`src/rtl/uart_pkg.sv`:
```
// uart_pkg -- shared types and helpers for the UART core.
//   uart_state_t : FSM state encoding shared by the TX and RX machines
//   frame_bits() : total bits on the line per frame (start + data + parity + stop)
package uart_pkg;

    typedef enum logic [2:0] {
        ST_IDLE  = 3'd0,
        ST_START = 3'd1,
        ST_DATA  = 3'd2,
        ST_PAR   = 3'd3,
        ST_STOP  = 3'd4
    } uart_state_t;

    function automatic int frame_bits(input int data_width, input int stop_bits,
                                      input int parity);
        return 1 + data_width + ((parity != 0) ? 1 : 0) + stop_bits;
    endfunction

endpackage

```
`src/rtl/uart_tick_gen.sv`:
```
// uart_tick_gen -- oversampling tick generator, one instance per direction.
//   clk, rst     : clock, asynchronous active-high reset
//   restart      : reload div into the period register and zero both counters
//   div          : tick period minus one, in clk cycles
//   tick         : one-cycle strobe every div+1 cycles
//   bit_end      : strobe on the last tick of an OVERSAMPLE-tick bit period
//   samp_early/samp_mid/samp_late : strobes on ticks OVERSAMPLE/2-1, /2, /2+1
module uart_tick_gen #(
    parameter int OVERSAMPLE = 16,
    parameter int DIV_WIDTH  = 16
) (
    input  logic                 clk,
    input  logic                 rst,
    input  logic                 restart,
    input  logic [DIV_WIDTH-1:0] div,
    output logic                 tick,
    output logic                 bit_end,
    output logic                 samp_early,
    output logic                 samp_mid,
    output logic                 samp_late
);

    localparam int IW = $clog2(OVERSAMPLE);

    logic [DIV_WIDTH-1:0] div_q;
    logic [DIV_WIDTH-1:0] cnt;
    logic [IW-1:0]        idx;

    assign tick       = (cnt == div_q);
    assign bit_end    = tick && (idx == IW'(OVERSAMPLE - 1));
    assign samp_early = tick && (idx == IW'(OVERSAMPLE / 2 - 1));
    assign samp_mid   = tick && (idx == IW'(OVERSAMPLE / 2));
    assign samp_late  = tick && (idx == IW'(OVERSAMPLE / 2 + 1));

    always_ff @(posedge clk or posedge rst) begin
        if (rst) begin
            div_q <= '0;
            cnt   <= '0;
            idx   <= '0;
        end else if (restart) begin
            // The period is latched here so a div change mid-frame is ignored.
            div_q <= div;
            cnt   <= '0;
            idx   <= '0;
        end else if (tick) begin
            cnt <= '0;
            // Explicit wrap: OVERSAMPLE need not be a power of two.
            idx <= bit_end ? '0 : idx + IW'(1);
        end else begin
            cnt <= cnt + DIV_WIDTH'(1);
        end
    end

endmodule

```
`src/rtl/uart_core.sv`:
```
// uart_core -- single-clock UART transmitter and receiver.
//   clk, rst   : clock, asynchronous active-high reset
//   div        : tick period minus one; bit period = OVERSAMPLE*(div+1) cycles
//   txd, txv   : byte to send and send request
//   rdy        : transmitter idle and able to accept
//   tx         : serial output (idle high); tx_active high for the whole frame
//   rx         : asynchronous serial input
//   rxd, rxv   : received data and its one-cycle strobe
//   perr, ferr : parity / framing error of the frame strobed by rxv
//   brk        : break detected (only with UART_BREAK_DET_EN defined, else 0)
// Handshake: a transfer is taken on a rising edge where txv && rdy; txd and
// div are captured on that edge. txv while rdy is low is ignored, and rdy is
// high again the cycle after the last stop bit ends so back-to-back frames
// need no extra idle time.
module uart_core
    import uart_pkg::*;
#(
    parameter int DATA_WIDTH = 8,
    parameter int STOP_BITS  = 1,
    parameter int PARITY     = 0,
    parameter int EVEN       = 0,
    parameter int OVERSAMPLE = 16,
    parameter int DIV_WIDTH  = 16
) (
    input  logic                  clk,
    input  logic                  rst,
    input  logic [DIV_WIDTH-1:0]  div,
    input  logic                  rx,
    output logic                  tx,
    input  logic [DATA_WIDTH-1:0] txd,
    input  logic                  txv,
    output logic                  rdy,
    output logic                  tx_active,
    output logic [DATA_WIDTH-1:0] rxd,
    output logic                  rxv,
    output logic                  perr,
    output logic                  ferr,
    output logic                  brk
);

    localparam int FRAME_BITS = frame_bits(DATA_WIDTH, STOP_BITS, PARITY);

    // ---------------- transmitter ----------------
    uart_state_t           tx_state;
    logic [DATA_WIDTH-1:0] tx_sh;
    logic                  tx_par;
    logic [3:0]            tx_idx;     // index of the bit currently on the line
    logic                  tx_accept;
    logic                  tx_bit_end;
    logic                  tx_unused_tick, tx_unused_early, tx_unused_mid, tx_unused_late;

    assign tx_accept = txv && rdy;

    uart_tick_gen #(.OVERSAMPLE(OVERSAMPLE), .DIV_WIDTH(DIV_WIDTH)) u_tx_tick (
        .clk(clk), .rst(rst), .restart(tx_accept), .div(div),
        .tick(tx_unused_tick), .bit_end(tx_bit_end),
        .samp_early(tx_unused_early), .samp_mid(tx_unused_mid), .samp_late(tx_unused_late)
    );

    always_ff @(posedge clk or posedge rst) begin
        if (rst) begin
            tx_state  <= ST_IDLE;
            tx        <= 1'b1;
            rdy       <= 1'b0;
            tx_active <= 1'b0;
            tx_sh     <= '0;
            tx_par    <= 1'b0;
            tx_idx    <= '0;
        end else begin
            case (tx_state)
                ST_IDLE: begin
                    tx <= 1'b1;
                    if (tx_accept) begin
                        tx_state  <= ST_START;
                        tx        <= 1'b0;
                        rdy       <= 1'b0;
                        tx_active <= 1'b1;
                        tx_sh     <= txd;
                        tx_par    <= (EVEN != 0) ? ^txd : ~^txd;
                        tx_idx    <= '0;
                    end else begin
                        rdy <= 1'b1;
                    end
                end
                ST_START: if (tx_bit_end) begin
                    tx_state <= ST_DATA;
                    tx       <= tx_sh[0];
                    tx_sh    <= tx_sh >> 1;
                    tx_idx   <= tx_idx + 4'd1;
                end
                ST_DATA: if (tx_bit_end) begin
                    tx_idx <= tx_idx + 4'd1;
                    if (tx_idx == 4'(DATA_WIDTH)) begin
                        if (PARITY != 0) begin
                            tx_state <= ST_PAR;
                            tx       <= tx_par;
                        end else begin
                            tx_state <= ST_STOP;
                            tx       <= 1'b1;
                        end
                    end else begin
                        tx    <= tx_sh[0];
                        tx_sh <= tx_sh >> 1;
                    end
                end
                ST_PAR: if (tx_bit_end) begin
                    tx_state <= ST_STOP;
                    tx       <= 1'b1;
                    tx_idx   <= tx_idx + 4'd1;
                end
                ST_STOP: if (tx_bit_end) begin
                    if (tx_idx == 4'(FRAME_BITS - 1)) begin
                        tx_state  <= ST_IDLE;
                        tx_active <= 1'b0;
                        rdy       <= 1'b1;
                    end else begin
                        tx_idx <= tx_idx + 4'd1;
                    end
                end
                default: tx_state <= ST_IDLE;
            endcase
        end
    end

    // ---------------- receiver ----------------
    uart_state_t           rx_state;
    logic                  rx_s1, rx_s2, rx_prev;
    logic [DATA_WIDTH-1:0] rx_sh;
    logic [3:0]            rx_cnt;
    logic                  rx_pbit;
    logic                  smp0, smp1;
    logic                  rx_maj, rx_start, rx_par_exp;
    logic                  rx_bit_end, rx_samp_early, rx_samp_mid, rx_samp_late;
    logic                  rx_unused_tick;

    assign rx_start   = (rx_state == ST_IDLE) && rx_prev && !rx_s2;
    // 2-of-3 vote over the early/mid samples and the live late sample.
    assign rx_maj     = (smp0 & smp1) | (smp0 & rx_s2) | (smp1 & rx_s2);
    assign rx_par_exp = (EVEN != 0) ? ^rx_sh : ~^rx_sh;

    uart_tick_gen #(.OVERSAMPLE(OVERSAMPLE), .DIV_WIDTH(DIV_WIDTH)) u_rx_tick (
        .clk(clk), .rst(rst), .restart(rx_start), .div(div),
        .tick(rx_unused_tick), .bit_end(rx_bit_end),
        .samp_early(rx_samp_early), .samp_mid(rx_samp_mid), .samp_late(rx_samp_late)
    );

    always_ff @(posedge clk or posedge rst) begin
        if (rst) begin
            rx_s1    <= 1'b1;
            rx_s2    <= 1'b1;
            rx_prev  <= 1'b1;
            rx_state <= ST_IDLE;
            rx_sh    <= '0;
            rx_cnt   <= '0;
            rx_pbit  <= 1'b0;
            smp0     <= 1'b0;
            smp1     <= 1'b0;
            rxd      <= '0;
            rxv      <= 1'b0;
            perr     <= 1'b0;
            ferr     <= 1'b0;
        end else begin
            rx_s1   <= rx;
            rx_s2   <= rx_s1;
            rx_prev <= rx_s2;
            rxv     <= 1'b0;
            if (rx_samp_early) smp0 <= rx_s2;
            if (rx_samp_mid)   smp1 <= rx_s2;
            case (rx_state)
                ST_IDLE: if (rx_start) begin
                    rx_state <= ST_START;
                    rx_cnt   <= '0;
                end
                ST_START: begin
                    // Line back high at mid start bit: treat as a glitch.
                    if (rx_samp_mid && rx_s2)  rx_state <= ST_IDLE;
                    else if (rx_bit_end)       rx_state <= ST_DATA;
                end
                ST_DATA: begin
                    if (rx_samp_late) rx_sh <= {rx_maj, rx_sh[DATA_WIDTH-1:1]};
                    if (rx_bit_end) begin
                        rx_cnt <= rx_cnt + 4'd1;
                        if (rx_cnt == 4'(DATA_WIDTH - 1)) begin
                            if (PARITY != 0) rx_state <= ST_PAR;
                            else             rx_state <= ST_STOP;
                        end
                    end
                end
                ST_PAR: begin
                    if (rx_samp_late) rx_pbit  <= rx_maj;
                    if (rx_bit_end)   rx_state <= ST_STOP;
                end
                ST_STOP: if (rx_samp_late) begin
                    // Only the first stop bit is checked; back to IDLE at once.
                    rxv      <= 1'b1;
                    rxd      <= rx_sh;
                    ferr     <= !rx_maj;
                    perr     <= (PARITY != 0) ? (rx_pbit != rx_par_exp) : 1'b0;
                    rx_state <= ST_IDLE;
                end
                default: rx_state <= ST_IDLE;
            endcase
        end
    end

`ifdef UART_BREAK_DET_EN
    logic rx_all_zero;

    always_ff @(posedge clk or posedge rst) begin
        if (rst) begin
            brk         <= 1'b0;
            rx_all_zero <= 1'b1;
        end else begin
            if (rx_start)
                rx_all_zero <= 1'b1;
            else if (rx_samp_late && rx_maj &&
                     (rx_state == ST_DATA || rx_state == ST_PAR))
                rx_all_zero <= 1'b0;
            if (rx_state == ST_STOP && rx_samp_late && rx_all_zero && !rx_maj)
                brk <= 1'b1;
            else if (rx_s2)
                brk <= 1'b0;
        end
    end
`else
    assign brk = 1'b0;
`endif

endmodule

```
`config.mk`:
```
export PLATFORM = sky130hd
export DESIGN_NAME = uart_core
export DESIGN_NICKNAME = d
export VERILOG_FILES = /design/src/rtl/uart_pkg.sv /design/src/rtl/uart_tick_gen.sv /design/src/rtl/uart_core.sv
export SDC_FILE = /design/constraint.sdc
export NUM_CORES = 1
export LEC_CHECK = 0
export CAP_MARGIN = 20
export CORE_MARGIN = 10
export CORE_UTILIZATION = 53
export DETAILED_ROUTE_END_ITERATION = 10
export GPL_TIMING_DRIVEN = 1
export PLACE_DENSITY = 0.73
export SETUP_SLACK_MARGIN = 0.5
export SYNTH_ARGS = -nofsm -noshare
export SYNTH_HDL_FRONTEND = slang
export SYNTH_HIERARCHICAL = 1
export SYNTH_SLANG_ARGS = --single-unit
```
`constraint.sdc`:
```
create_clock -name clk -period 7.9 [get_ports clk]
set_input_delay 1.58 -clock clk [delete_from_list [all_inputs] [get_ports clk]]
set_output_delay 1.58 -clock clk [all_outputs]
set_load 0.03 [all_outputs]
```
==> results.yml <==
floorplan:
  die_w_um: 124
  coreArea_sq_mm: 0.0107
  ioPinCount: 43
  die_area_sq_mm: 0.0155
  rows: 38
  dieHeight_um: 124
  start_util_pct: 53.8
clocking:
  clockBufferDepth: 2
  cts_tree: "yes"
  clk_latency_ps: 510
  cts.clk_slew.worst_paths_ps: 60
  htree_levels: 4
  post-cts-setup-buffers: 0
  clock_sinks: 120
  cts_resized: 0
  postCtsHoldBufs: 0
  cts-root-buf: "clkbuf_8"
  cts_buffers: 17
placement:
  dp_hpwl_um: 7460
  portBuffers: 40
  dp.cells: 683
  place_congestion: 0.792
  place_area_sq_mm: 0.00627
  dpl_worst_slack_ps: 4350
routing:
  vias_per_cell: 5.37
  wl_um: 10900
  via_count: 3843
  first_pass_iters: 5
  wl_per_cell_um: 15.2
  drtIter0Drc: 259
  drc: 0
  ant_nets: 0
critical_path:
  reg2reg_from: "u_tx_tick/cnt[5]"
  r2r-end: "tx_sh[2]"
  worstPathCellList: "clkdlybuf4s50_1"
  required_ps: 6320
  slowest_stage: "clkdlybuf4s50_1"
  critical_path_class: "reg -> out"
  r2r_cells: 9
  critPathBufInv: 1
  crit_path_max_incr_delay_ps: 670
  start_kind: "flip-flop"
  arrival_ps: 1710
  reg2reg_slack_ps: 4690
  crit_family: "buffers and inverters"
  endpoint_kind: "output pin"
  cp_max_fo: 2
global_routing:
  grt_pass1_wl_um: 19200
  grt_usage_pct: 14.6
  grt_start_max_net_pins: 49
  grt_pass1_vias: 3932
  antenna_found_initial: 0
  grt-ovfl-total: 0
synthesis:
  ys_warn_count: 6
  synth_cells: 519
  syn-cell-area_sq_mm: 0.00579
  avgSynthCellArea_sq_um: 11.1
timing:
  fin_tns_setup_ps: 0
  relSlewSlack_pct: 32.8
  clock_skew_ps: 17.0
  finalHoldViolCount: 0
  whs_ps: 350
  tightestPinTransition_ps: 1010
  max_freq_mhz: 304
  min_period_ps: 3290
  rsz0062_at_grt: "false"
  slew_violations: 0
  setup_viol: 0
  min_period_over_period_pct: 41.6
  finalWorstSetupSlack_ps: 4610
hold_path:
  hold_path_depth: 0
  hold_class: "reg -> reg"
  hold_start: "rx_s1"
  hold_end: "rx_s2"
power_and_ir_drop:
  finalPower_mw: 1.73
  p_leak_nw: 3.05
  worst_ir_drop_vdd_mv: 0.189
  power_density_mw_per_mm2: 250
job:
  cap_violations: 0
cells_and_area:
  area_delta_synth_final_pct: 19.4
  diodes: 0
  finalNetCount: 602
  drive_gt1_share_pct: 18.8
  design_area_sq_mm: 0.00691
  final_cells: 716
  fin_util_pct: 64.3
status:
  outcome: "complete, no violations"
==> state kept, by name, indices dropped and copies added, names as in the netlist, 4 cells and up <==
name	flops
u_tx_tick/div_q	16
tx_idx	4
rx_sh	8
u_rx_tick/idx	4
u_rx_tick/div_q	16
u_tx_tick/cnt	16
rxd	8
rx_cnt	4
u_tx_tick/idx	4
tx_sh	8
u_rx_tick/cnt	16
==> cell type report <==
type,count,area [sq um]
multi-input cells,364,2610
clock inverters,12,173
flip-flops and latches,120,3010
inverters,17,63.8
repair buffers,43,435
fillers,862,3840
clock buffers,20,445
well taps,140,175
==> how the worst max path moves through the flow <==
| stage | from | end | slack (ps) | cells past startpoint |
|---|---|---|---|---|
| after detailed placement | txv | u_tx_tick/cnt[7] | 4350 | 5 |
| after floorplan | rst | ferr | 5180 | 1 |
| after CTS | tx | tx | 4570 | 1 |
| final | tx | tx | 4610 | 1 |
| after global placement | txv | u_tx_tick/cnt[13] | 4420 | 5 |
| after global routing | u_tx_tick/cnt[5] | tx_sh[2] | 4460 | 9 |
==> per-layer routing <==
| layer | global-route usage [%] | wire length [um] | up-vias |
|---|---|---|---|
| met3 | 4.60 | 463 | 7 |
| met4 | 4.66 | 71 | 0 |
| met2 | 22.2 | 5040 | 87 |
| met5 | 0 | 0 | - |
| met1 | 19.5 | 5320 | 1885 |
| li1 | - | - | 1864 |
==> placed cells by master (no fill, tap or decap), drive strengths merged, types with 3 or more instances in the layout <==
| cell type | instances |
|---|---|
| a21oi | 9 |
| a31o | 3 |
| a31oi | 3 |
| and3 | 7 |
| buf | 3 |
| bufinv | 4 |
| clkbuf | 20 |
| clkdlybuf4s50 | 40 |
| clkinv | 6 |
| dfrtp | 116 |
| dfstp | 4 |
| ha | 11 |
| inv | 17 |
| mux2 | 58 |
| mux2i | 6 |
| nand2 | 58 |
| nand2b | 8 |
| nand3 | 14 |
| nand4 | 12 |
| nor2 | 55 |
| nor3 | 4 |
| nor3b | 4 |
| nor4 | 4 |
| nor4bb | 3 |
| o21ai | 13 |
| or2 | 4 |
| xnor2 | 48 |
| xor2 | 13 |
==> power by group <==
group	total, mW	internal, mW	switching, mW
Clock	0.794	0.528	0.266
Sequential	0.742	0.680	0.0627
Combinational	0.192	0.111	0.0814
No activity file was read; power rests on OpenSTA's default activity.
